**src/rtl/fault_inject_if.sv**
```systemverilog
// Host / frame-BRAM / ICAP signal bundle for the single-bit fault injection controller.
// The slave modport is the controller's view; the master modport is the environment
// (host register bank, frame BRAM and ICAP write-back engine).
interface fault_inject_if;
    logic        start;
    logic [11:0] bit_location;
    logic        busy;
    logic        done;
    logic        err;
    logic        bram_en;
    logic        bram_we;
    logic [12:0] bram_addr;
    logic [31:0] bram_wdata;
    logic [31:0] bram_rdata;
    logic        icap_start;
    logic        icap_done;
    logic [31:0] flip_word;

    modport master (
        output start, bit_location, bram_rdata, icap_done,
        input  busy, done, err, bram_en, bram_we, bram_addr, bram_wdata,
               icap_start, flip_word
    );

    modport slave (
        input  start, bit_location, bram_rdata, icap_done,
        output busy, done, err, bram_en, bram_we, bram_addr, bram_wdata,
               icap_start, flip_word
    );
endinterface

```
**src/rtl/fault_inject_ctrl.sv**
```systemverilog
// Single-bit configuration upset sequencer.
// Per accepted start: read the target frame word from the frame BRAM, flip one bit,
// write it back, pulse the ICAP write-back engine and wait (bounded) for its completion.
// Optional build macro FI_VERIFY_EN: re-read the written word and compare it with the
// intended value before starting the ICAP engine; a mismatch ends the request with err.
// All outputs are registered and decoded from the next state.
module fault_inject_ctrl #(
    parameter int BASE_ADDR   = 105,
    parameter int FRAME_WORDS = 101,
    parameter int RD_LAT      = 1,
    parameter int ICAP_TMO    = 4096
) (
    input  logic           clk,
    input  logic           rst,
    fault_inject_if.slave  bus
);

    localparam int                TMO_W    = $clog2(ICAP_TMO + 1);
    localparam logic [TMO_W-1:0]  TMO_LAST = TMO_W'(ICAP_TMO - 1);
    localparam logic [TMO_W-1:0]  TMO_ONE  = TMO_W'(1);
    localparam logic [1:0]        LAT_C    = 2'(RD_LAT);
    localparam logic [7:0]        FW_C     = 8'(FRAME_WORDS);
    localparam logic [12:0]       BASE_C   = 13'(BASE_ADDR);

    typedef enum logic [3:0] {
        ST_IDLE      = 4'd0,
        ST_CHECK     = 4'd1,
        ST_RD        = 4'd2,
        ST_WAIT      = 4'd3,
        ST_MOD       = 4'd4,
        ST_WR        = 4'd5,
        ST_VRD       = 4'd6,
        ST_VWAIT     = 4'd7,
        ST_VCMP      = 4'd8,
        ST_ICAP      = 4'd9,
        ST_WAIT_ICAP = 4'd10,
        ST_DONE      = 4'd11
    } state_t;

    state_t             state_r;
    state_t             state_nx_s;
    logic               err_set_s;
    logic               accept_s;

    logic [6:0]         word_idx_r;
    logic [4:0]         bit_sel_r;
    logic [1:0]         lat_cnt_r;
    logic [TMO_W-1:0]   tmo_cnt_r;

    logic               busy_r;
    logic               done_r;
    logic               err_r;
    logic               bram_en_r;
    logic               bram_we_r;
    logic [12:0]        bram_addr_r;
    logic [31:0]        bram_wdata_r;
    logic               icap_start_r;
    logic [31:0]        flip_word_r;
`ifdef FI_VERIFY_EN
    logic [31:0]        rb_data_r;
`endif

    // One-hot bit mask for the selected bit inside the 32-bit frame word.
    function automatic logic [31:0] bit_mask(input logic [4:0] sel);
        bit_mask = 32'h0000_0001 << sel;
    endfunction

    assign accept_s = (state_r == ST_IDLE) && bus.start;

    // State register; a synchronous reset aborts any sequence in flight.
    always_ff @(posedge clk) begin
        if (rst) begin
            state_r <= ST_IDLE;
        end else begin
            state_r <= state_nx_s;
        end
    end

    // Next-state logic and error detection.
    always_comb begin
        state_nx_s = state_r;
        err_set_s  = 1'b0;
        case (state_r)
            ST_IDLE: begin
                if (bus.start) begin
                    state_nx_s = ST_CHECK;
                end else begin
                    state_nx_s = ST_IDLE;
                end
            end
            ST_CHECK: begin
                if ({1'b0, word_idx_r} >= FW_C) begin
                    state_nx_s = ST_DONE;
                    err_set_s  = 1'b1;
                end else begin
                    state_nx_s = ST_RD;
                end
            end
            ST_RD: begin
                state_nx_s = ST_WAIT;
            end
            ST_WAIT: begin
                if (lat_cnt_r >= LAT_C) begin
                    state_nx_s = ST_MOD;
                end else begin
                    state_nx_s = ST_WAIT;
                end
            end
            ST_MOD: begin
                state_nx_s = ST_WR;
            end
            ST_WR: begin
`ifdef FI_VERIFY_EN
                state_nx_s = ST_VRD;
`else
                state_nx_s = ST_ICAP;
`endif
            end
`ifdef FI_VERIFY_EN
            ST_VRD: begin
                state_nx_s = ST_VWAIT;
            end
            ST_VWAIT: begin
                if (lat_cnt_r >= LAT_C) begin
                    state_nx_s = ST_VCMP;
                end else begin
                    state_nx_s = ST_VWAIT;
                end
            end
            ST_VCMP: begin
                if (rb_data_r != bram_wdata_r) begin
                    state_nx_s = ST_DONE;
                    err_set_s  = 1'b1;
                end else begin
                    state_nx_s = ST_ICAP;
                end
            end
`endif
            ST_ICAP: begin
                state_nx_s = ST_WAIT_ICAP;
            end
            ST_WAIT_ICAP: begin
                // A completion in the final allowed cycle still counts as success.
                if (bus.icap_done) begin
                    state_nx_s = ST_DONE;
                end else if (tmo_cnt_r >= TMO_LAST) begin
                    state_nx_s = ST_DONE;
                    err_set_s  = 1'b1;
                end else begin
                    state_nx_s = ST_WAIT_ICAP;
                end
            end
            ST_DONE: begin
                state_nx_s = ST_IDLE;
            end
            default: begin
                state_nx_s = ST_IDLE;
            end
        endcase
    end

    // Request capture plus read-latency and ICAP-timeout counters.
    always_ff @(posedge clk) begin
        if (rst) begin
            word_idx_r <= 7'd0;
            bit_sel_r  <= 5'd0;
            lat_cnt_r  <= 2'd0;
            tmo_cnt_r  <= '0;
        end else begin
            if (accept_s) begin
                word_idx_r <= bus.bit_location[11:5];
                bit_sel_r  <= bus.bit_location[4:0];
            end else begin
                word_idx_r <= word_idx_r;
                bit_sel_r  <= bit_sel_r;
            end
            if ((state_nx_s == ST_WAIT) || (state_nx_s == ST_VWAIT)) begin
                lat_cnt_r <= (state_r == state_nx_s) ? (lat_cnt_r + 2'd1) : 2'd1;
            end else begin
                lat_cnt_r <= 2'd0;
            end
            // Counts cycles elapsed since the icap_start cycle.
            if (state_nx_s == ST_WAIT_ICAP) begin
                tmo_cnt_r <= (state_r == ST_WAIT_ICAP) ? (tmo_cnt_r + TMO_ONE) : TMO_ONE;
            end else begin
                tmo_cnt_r <= '0;
            end
        end
    end

    // Data path: modified word is captured as the read latency expires.
    always_ff @(posedge clk) begin
        if (rst) begin
            bram_wdata_r <= 32'h0000_0000;
            flip_word_r  <= 32'h0000_0000;
        end else if ((state_r == ST_WAIT) && (state_nx_s == ST_MOD)) begin
            bram_wdata_r <= bus.bram_rdata ^ bit_mask(bit_sel_r);
            flip_word_r  <= bus.bram_rdata ^ bit_mask(bit_sel_r);
        end else begin
            bram_wdata_r <= bram_wdata_r;
            flip_word_r  <= flip_word_r;
        end
    end

`ifdef FI_VERIFY_EN
    // Readback capture for the post-write comparison.
    always_ff @(posedge clk) begin
        if (rst) begin
            rb_data_r <= 32'h0000_0000;
        end else if ((state_r == ST_VWAIT) && (state_nx_s == ST_VCMP)) begin
            rb_data_r <= bus.bram_rdata;
        end else begin
            rb_data_r <= rb_data_r;
        end
    end
`endif

    // Registered strobes and status decoded from the state being entered.
    always_ff @(posedge clk) begin
        if (rst) begin
            busy_r       <= 1'b0;
            done_r       <= 1'b0;
            err_r        <= 1'b0;
            bram_en_r    <= 1'b0;
            bram_we_r    <= 1'b0;
            bram_addr_r  <= 13'd0;
            icap_start_r <= 1'b0;
        end else begin
            busy_r       <= (state_nx_s != ST_IDLE) && (state_nx_s != ST_DONE);
            done_r       <= (state_nx_s == ST_DONE);
            bram_en_r    <= (state_nx_s == ST_RD) || (state_nx_s == ST_WR) ||
                            (state_nx_s == ST_VRD);
            bram_we_r    <= (state_nx_s == ST_WR);
            icap_start_r <= (state_nx_s == ST_ICAP);
            if (state_nx_s == ST_RD) begin
                bram_addr_r <= BASE_C + {6'd0, word_idx_r};
            end else begin
                bram_addr_r <= bram_addr_r;
            end
            if (accept_s) begin
                err_r <= 1'b0;
            end else if (err_set_s) begin
                err_r <= 1'b1;
            end else begin
                err_r <= err_r;
            end
        end
    end

    assign bus.busy       = busy_r;
    assign bus.done       = done_r;
    assign bus.err        = err_r;
    assign bus.bram_en    = bram_en_r;
    assign bus.bram_we    = bram_we_r;
    assign bus.bram_addr  = bram_addr_r;
    assign bus.bram_wdata = bram_wdata_r;
    assign bus.icap_start = icap_start_r;
    assign bus.flip_word  = flip_word_r;

endmodule

```
**src/flat_wrapper.sv**
```systemverilog
// flat-port wrapper written by rule: the top's interface ports become plain ports
module fault_inject_ctrl_flat 
#(
    parameter int BASE_ADDR   = 105,
    parameter int FRAME_WORDS = 101,
    parameter int RD_LAT      = 1,
    parameter int ICAP_TMO    = 4096
)
  (clk, rst, bus_start, bus_bit_location, bus_bram_rdata, bus_icap_done, bus_busy, bus_done, bus_err, bus_bram_en, bus_bram_we, bus_bram_addr, bus_bram_wdata, bus_icap_start, bus_flip_word);
  fault_inject_if bus_i ();
  input  logic clk;
  input  logic rst;
  input wire logic [$bits(bus_i.start)-1:0] bus_start;
  input wire logic [$bits(bus_i.bit_location)-1:0] bus_bit_location;
  input wire logic [$bits(bus_i.bram_rdata)-1:0] bus_bram_rdata;
  input wire logic [$bits(bus_i.icap_done)-1:0] bus_icap_done;
  output wire logic [$bits(bus_i.busy)-1:0] bus_busy;
  output wire logic [$bits(bus_i.done)-1:0] bus_done;
  output wire logic [$bits(bus_i.err)-1:0] bus_err;
  output wire logic [$bits(bus_i.bram_en)-1:0] bus_bram_en;
  output wire logic [$bits(bus_i.bram_we)-1:0] bus_bram_we;
  output wire logic [$bits(bus_i.bram_addr)-1:0] bus_bram_addr;
  output wire logic [$bits(bus_i.bram_wdata)-1:0] bus_bram_wdata;
  output wire logic [$bits(bus_i.icap_start)-1:0] bus_icap_start;
  output wire logic [$bits(bus_i.flip_word)-1:0] bus_flip_word;
  assign bus_i.start = bus_start;
  assign bus_i.bit_location = bus_bit_location;
  assign bus_i.bram_rdata = bus_bram_rdata;
  assign bus_i.icap_done = bus_icap_done;
  assign bus_busy = bus_i.busy;
  assign bus_done = bus_i.done;
  assign bus_err = bus_i.err;
  assign bus_bram_en = bus_i.bram_en;
  assign bus_bram_we = bus_i.bram_we;
  assign bus_bram_addr = bus_i.bram_addr;
  assign bus_bram_wdata = bus_i.bram_wdata;
  assign bus_icap_start = bus_i.icap_start;
  assign bus_flip_word = bus_i.flip_word;
  fault_inject_ctrl #(.BASE_ADDR(BASE_ADDR), .FRAME_WORDS(FRAME_WORDS), .RD_LAT(RD_LAT), .ICAP_TMO(ICAP_TMO)) u_core (.clk(clk), .rst(rst), .bus(bus_i));
endmodule
```
**config.mk**
```make
export PLATFORM = sky130hd
export DESIGN_NAME = fault_inject_ctrl_flat
export DESIGN_NICKNAME = d
export VERILOG_FILES = /design/src/rtl/fault_inject_if.sv /design/src/rtl/fault_inject_ctrl.sv /design/src/flat_wrapper.sv
export SDC_FILE = /design/constraint.sdc
export NUM_CORES = 1
export LEC_CHECK = 0
export ABC_AREA = 1
export CAP_MARGIN = 20
export CORE_MARGIN = 2
export CORE_UTILIZATION = 40
export CTS_CLUSTER_SIZE = 12
export DETAILED_ROUTE_END_ITERATION = 16
export GPL_TIMING_DRIVEN = 1
export PLACE_DENSITY = 0.74
export SETUP_SLACK_MARGIN = 0.2
export SLEW_MARGIN = 20
export SYNTH_ARGS = -nofsm -noshare
export SYNTH_HDL_FRONTEND = slang
export SYNTH_SLANG_ARGS = --single-unit
```
**constraint.sdc**
```tcl
create_clock -name clk -period 3.2 [get_ports clk]
set_input_delay 0.8 -clock clk [delete_from_list [all_inputs] [get_ports clk]]
set_output_delay 0.8 -clock clk [all_outputs]
set_load 0.02 [all_outputs]
```
==> results.ini <==
[run_status]
status=finished clean

[yosys]
netlist_area_sq_um=4060
synth_common_cells=nand2_1, dfxtp_1, inv_1, nor2_1, xor2_1
synth_top_family_by_area=simple AND/OR/NAND/NOR gates
synthMuxAreaShare_pct=0
synth-compound-area-share_pct=10.6
synth_area_leader_cell=dfxtp_1
synth_cell_types=30
synth_warnings=0
yosysSeqAreaShare_pct=38.0
netlist.area_leader.share_pct=38.0
synthTopCellsByArea=dfxtp_1, xor2_1, nand2_1
syn_avg_cell_area_sq_um=7.60
yosys.area_share.xor_xnor_pct=10.4
synth_fa_ha_area_share_pct=1.23
yosysMostFrequentCell=nand2_1
synth-simple-area-share_pct=23.4
synth-edff-count=0
ys_async_sr_fraction_pct=0
synth_cells=534
ys_ff_latch=77
synth_flop_cell=dfxtp_1

[global_routing]
grt_most_used_layer=met2
grt_max_degree=54
grt_pass1_wl_um=16400
met1_usage_pct=21.3
use_met2_pct=32.3
grt_overflow_total=0
grt_pass1_vias=3449
grt_use_met3_pct=5.55
antenna_found_initial=0
track_usage_pct=18.2

[clock_tree]
cts-htree-levels=3
worstSkewPairLatency_ps=350
cts_buffers=9
ctsRootBufferMaster=clkbuf_8
clkTransAtPathRegs_ps=80
cts.sinks=77
post-cts-setup-buffer-count=0
cts_buffer_depth=2
holdBufCountCts=0
cts_resized=0
cts_tree=done

[setup_path]
critPathKind=input port to flop
timing.rr.start=u_core.word_idx_r[1]$_SDFFE_PP0P_
cp_max_fo=12
max_stage_delay_ps=600
rr_endpoint=u_core.tmo_cnt_r[3]$_SDFF_PP0_
crit_slowest_cell=clkdlybuf4s50_1
crit_chain=clkdlybuf4s50_1 -> a21oi_1 -> nand4_1 -> nor3b_1
crit_arrival_ps=2470
endpoint_kind=flop
rrSetupSlack_ps=1110
reg2reg_depth=9
start_kind=input port
cp.required_ps=3460

[sta]
relSlewSlack_pct=62.2
final-hold-violation-count=0
worst_pin_slew_ps=563
max_freq_ghz=0.451
worst_slack_ps=984
whs_ps=480
rsz0062_at_grt=no
setup_viol=0
min_period_ps=2220
finClkSkew_ps=7.19
finalSetupTns_ps=0
finalCritPeriodShare_pct=69.3
drv_slew=0

[power]
p_leak_nw=2.20
p_per_area_nw_per_um2=433
vdd_drop_max_uv=293

[detailed_routing]
dr.pass1.iters=4
drt-initial-drc-count=221
vias=3570
via_per_inst=4.73
ant_nets=0
wirelength_um=9790
drc=0
wl_per_cell_um=13.0

[layout]
drive_gt1_share_pct=5.79
syn2layout_area_growth_pct=31.9
antenna_cells_inserted=0
nFillCells=951
fin_nets=669
layout.cells.non_filler=755

[min_path]
hold_path_depth=1
hold_path_startpoint=u_core.tmo_cnt_r[0]$_SDFF_PP0_
holdPathEnd=u_core.tmo_cnt_r[0]$_SDFF_PP0_
hp-class=flop to flop

[job]
max_cap_violations=0

[place]
gp_congestion=0.886
port_buffers=125
post-dp-hpwl_um=7400
pre_cts_slack_ps=618
place_inst=739

[floorplanning]
num_io_pins=131
start_util_pct=41.3
die_w_um=105
rows=36
die_y_um=105
coreArea_sq_um=9820
design.die.area_sq_um=11000

worst max-delay path, delay by kind of cell:
| family | cells | cell delay (ps) |
|---|---|---|
| simple gates | 2 | 810 |
| buf+inv | 1 | 600 |
| compound gates | 1 | 250 |
report_power, final:
part	internal, mW	switching [mW]	leakage (nW)
logic	0.181	0.238	1.46
registers	1.01	0.0487	0.625
clock network	0.466	0.380	0.110
placed cells by master (no fill, tap or decap), types with 2 or more instances in the layout:
| cell type | Yosys | layout |
|---|---|---|
| dfxtp_1 | 77 | 77 |
| nand3_1 | 33 | 33 |
| bufinv_16 | 0 | 2 |
| conb_1 | 1 | 6 |
| xor2_1 | 40 | 40 |
| a21oi_1 | 20 | 20 |
| o211ai_1 | 32 | 32 |
| clkinvlp_4 | 0 | 2 |
| nor2_1 | 42 | 42 |
| nor2_4 | 2 | 2 |
| nor3b_2 | 3 | 3 |
| inv_6 | 0 | 2 |
| clkbuf_8 | 0 | 10 |
| nand2_2 | 4 | 4 |
| nand2_1 | 91 | 91 |
| nand4_1 | 13 | 13 |
| o21ai_0 | 13 | 13 |
| buf_4 | 38 | 3 |
| inv_1 | 66 | 65 |
| nor3_1 | 13 | 13 |
| xnor2_1 | 8 | 8 |
| clkinv_1 | 2 | 2 |
| nor3b_1 | 2 | 2 |
| inv_2 | 2 | 3 |
| ha_1 | 4 | 4 |
| clkdlybuf4s50_1 | 0 | 125 |
layer usage:
| layer | up-vias | part of all wire (%) | routed length [um] |
|---|---|---|---|
| met5 | - | 0 | 0 |
| met4 | 0 | 1.3 | 124 |
| met3 | 14 | 7.2 | 707 |
| met2 | 124 | 49 | 4830 |
| met1 | 1597 | 42 | 4140 |
| li1 | 1835 | - | - |
logic make-up (layout without fill, tap and decap cells):
logic type,count (synthesis),count (layout)
flip-flops,77,77
buffers and inverters,131,214
AND/OR/NAND/NOR,206,206
adder cells (fa/ha/maj),4,4
XOR/XNOR,48,48
other,1,6
AO/OA/AOI/OAI,67,67
metrics by stage:
| stage | area, sq um | power (mW) | utilization [%] |
|---|---|---|---|
| after floorplan | 4080 | 1.34 | - |
| after global placement | 5120 | 1.49 | 52.1 |
| after detailed placement | 5120 | 1.49 | 52.1 |
| after CTS | 5350 | 2.34 | 54.5 |
| after global routing | 5350 | 2.43 | 54.5 |
| final | 5350 | 2.32 | 54.5 |
state kept, by name (all words and copies together), names as in the netlist:
name / count
u_core.bus.busy: 1
u_core.bus.bram_we: 1
u_core.lat_cnt_r: 2
u_core.bus.err: 1
u_core.bit_sel_r: 5
u_core.state_r: 4
u_core.word_idx_r: 7
u_core.bus.bram_en: 1
u_core.bus.done: 1
u_core.bus.icap_start: 1
u_core.tmo_cnt_r: 13
u_core.bus.bram_addr: 8
u_core.bus.bram_wdata: 32
final cells by class:
cell class              instances  area, sq um  area share (%)
inverters                      70          263            4.91
clock inverters                 6         92.6            1.73
well taps                     133          166            3.11
flip-flops and latches         77         1540            28.8
repair buffers                128         1270            23.8
multi-input cells             331         1870            35.0
clock buffers                  10          138            2.57
how the worst max path moves through the flow:
stage	from	endpoint	slack [ps]	depth (start not counted)
after floorplan	rst	u_core.bus.bram_wdata[0]$_SDFFE_PP0P_	1420	5
after detailed placement	rst	u_core.tmo_cnt_r[3]$_SDFF_PP0_	620	4
final	rst	u_core.tmo_cnt_r[3]$_SDFF_PP0_	980	4
after global routing	rst	u_core.tmo_cnt_r[6]$_SDFF_PP0_	780	4
after global placement	bus_start	u_core.tmo_cnt_r[3]$_SDFF_PP0_	730	6
after CTS	rst	u_core.tmo_cnt_r[3]$_SDFF_PP0_	990	4
Note: power is estimated with default switching activity, not from simulation.
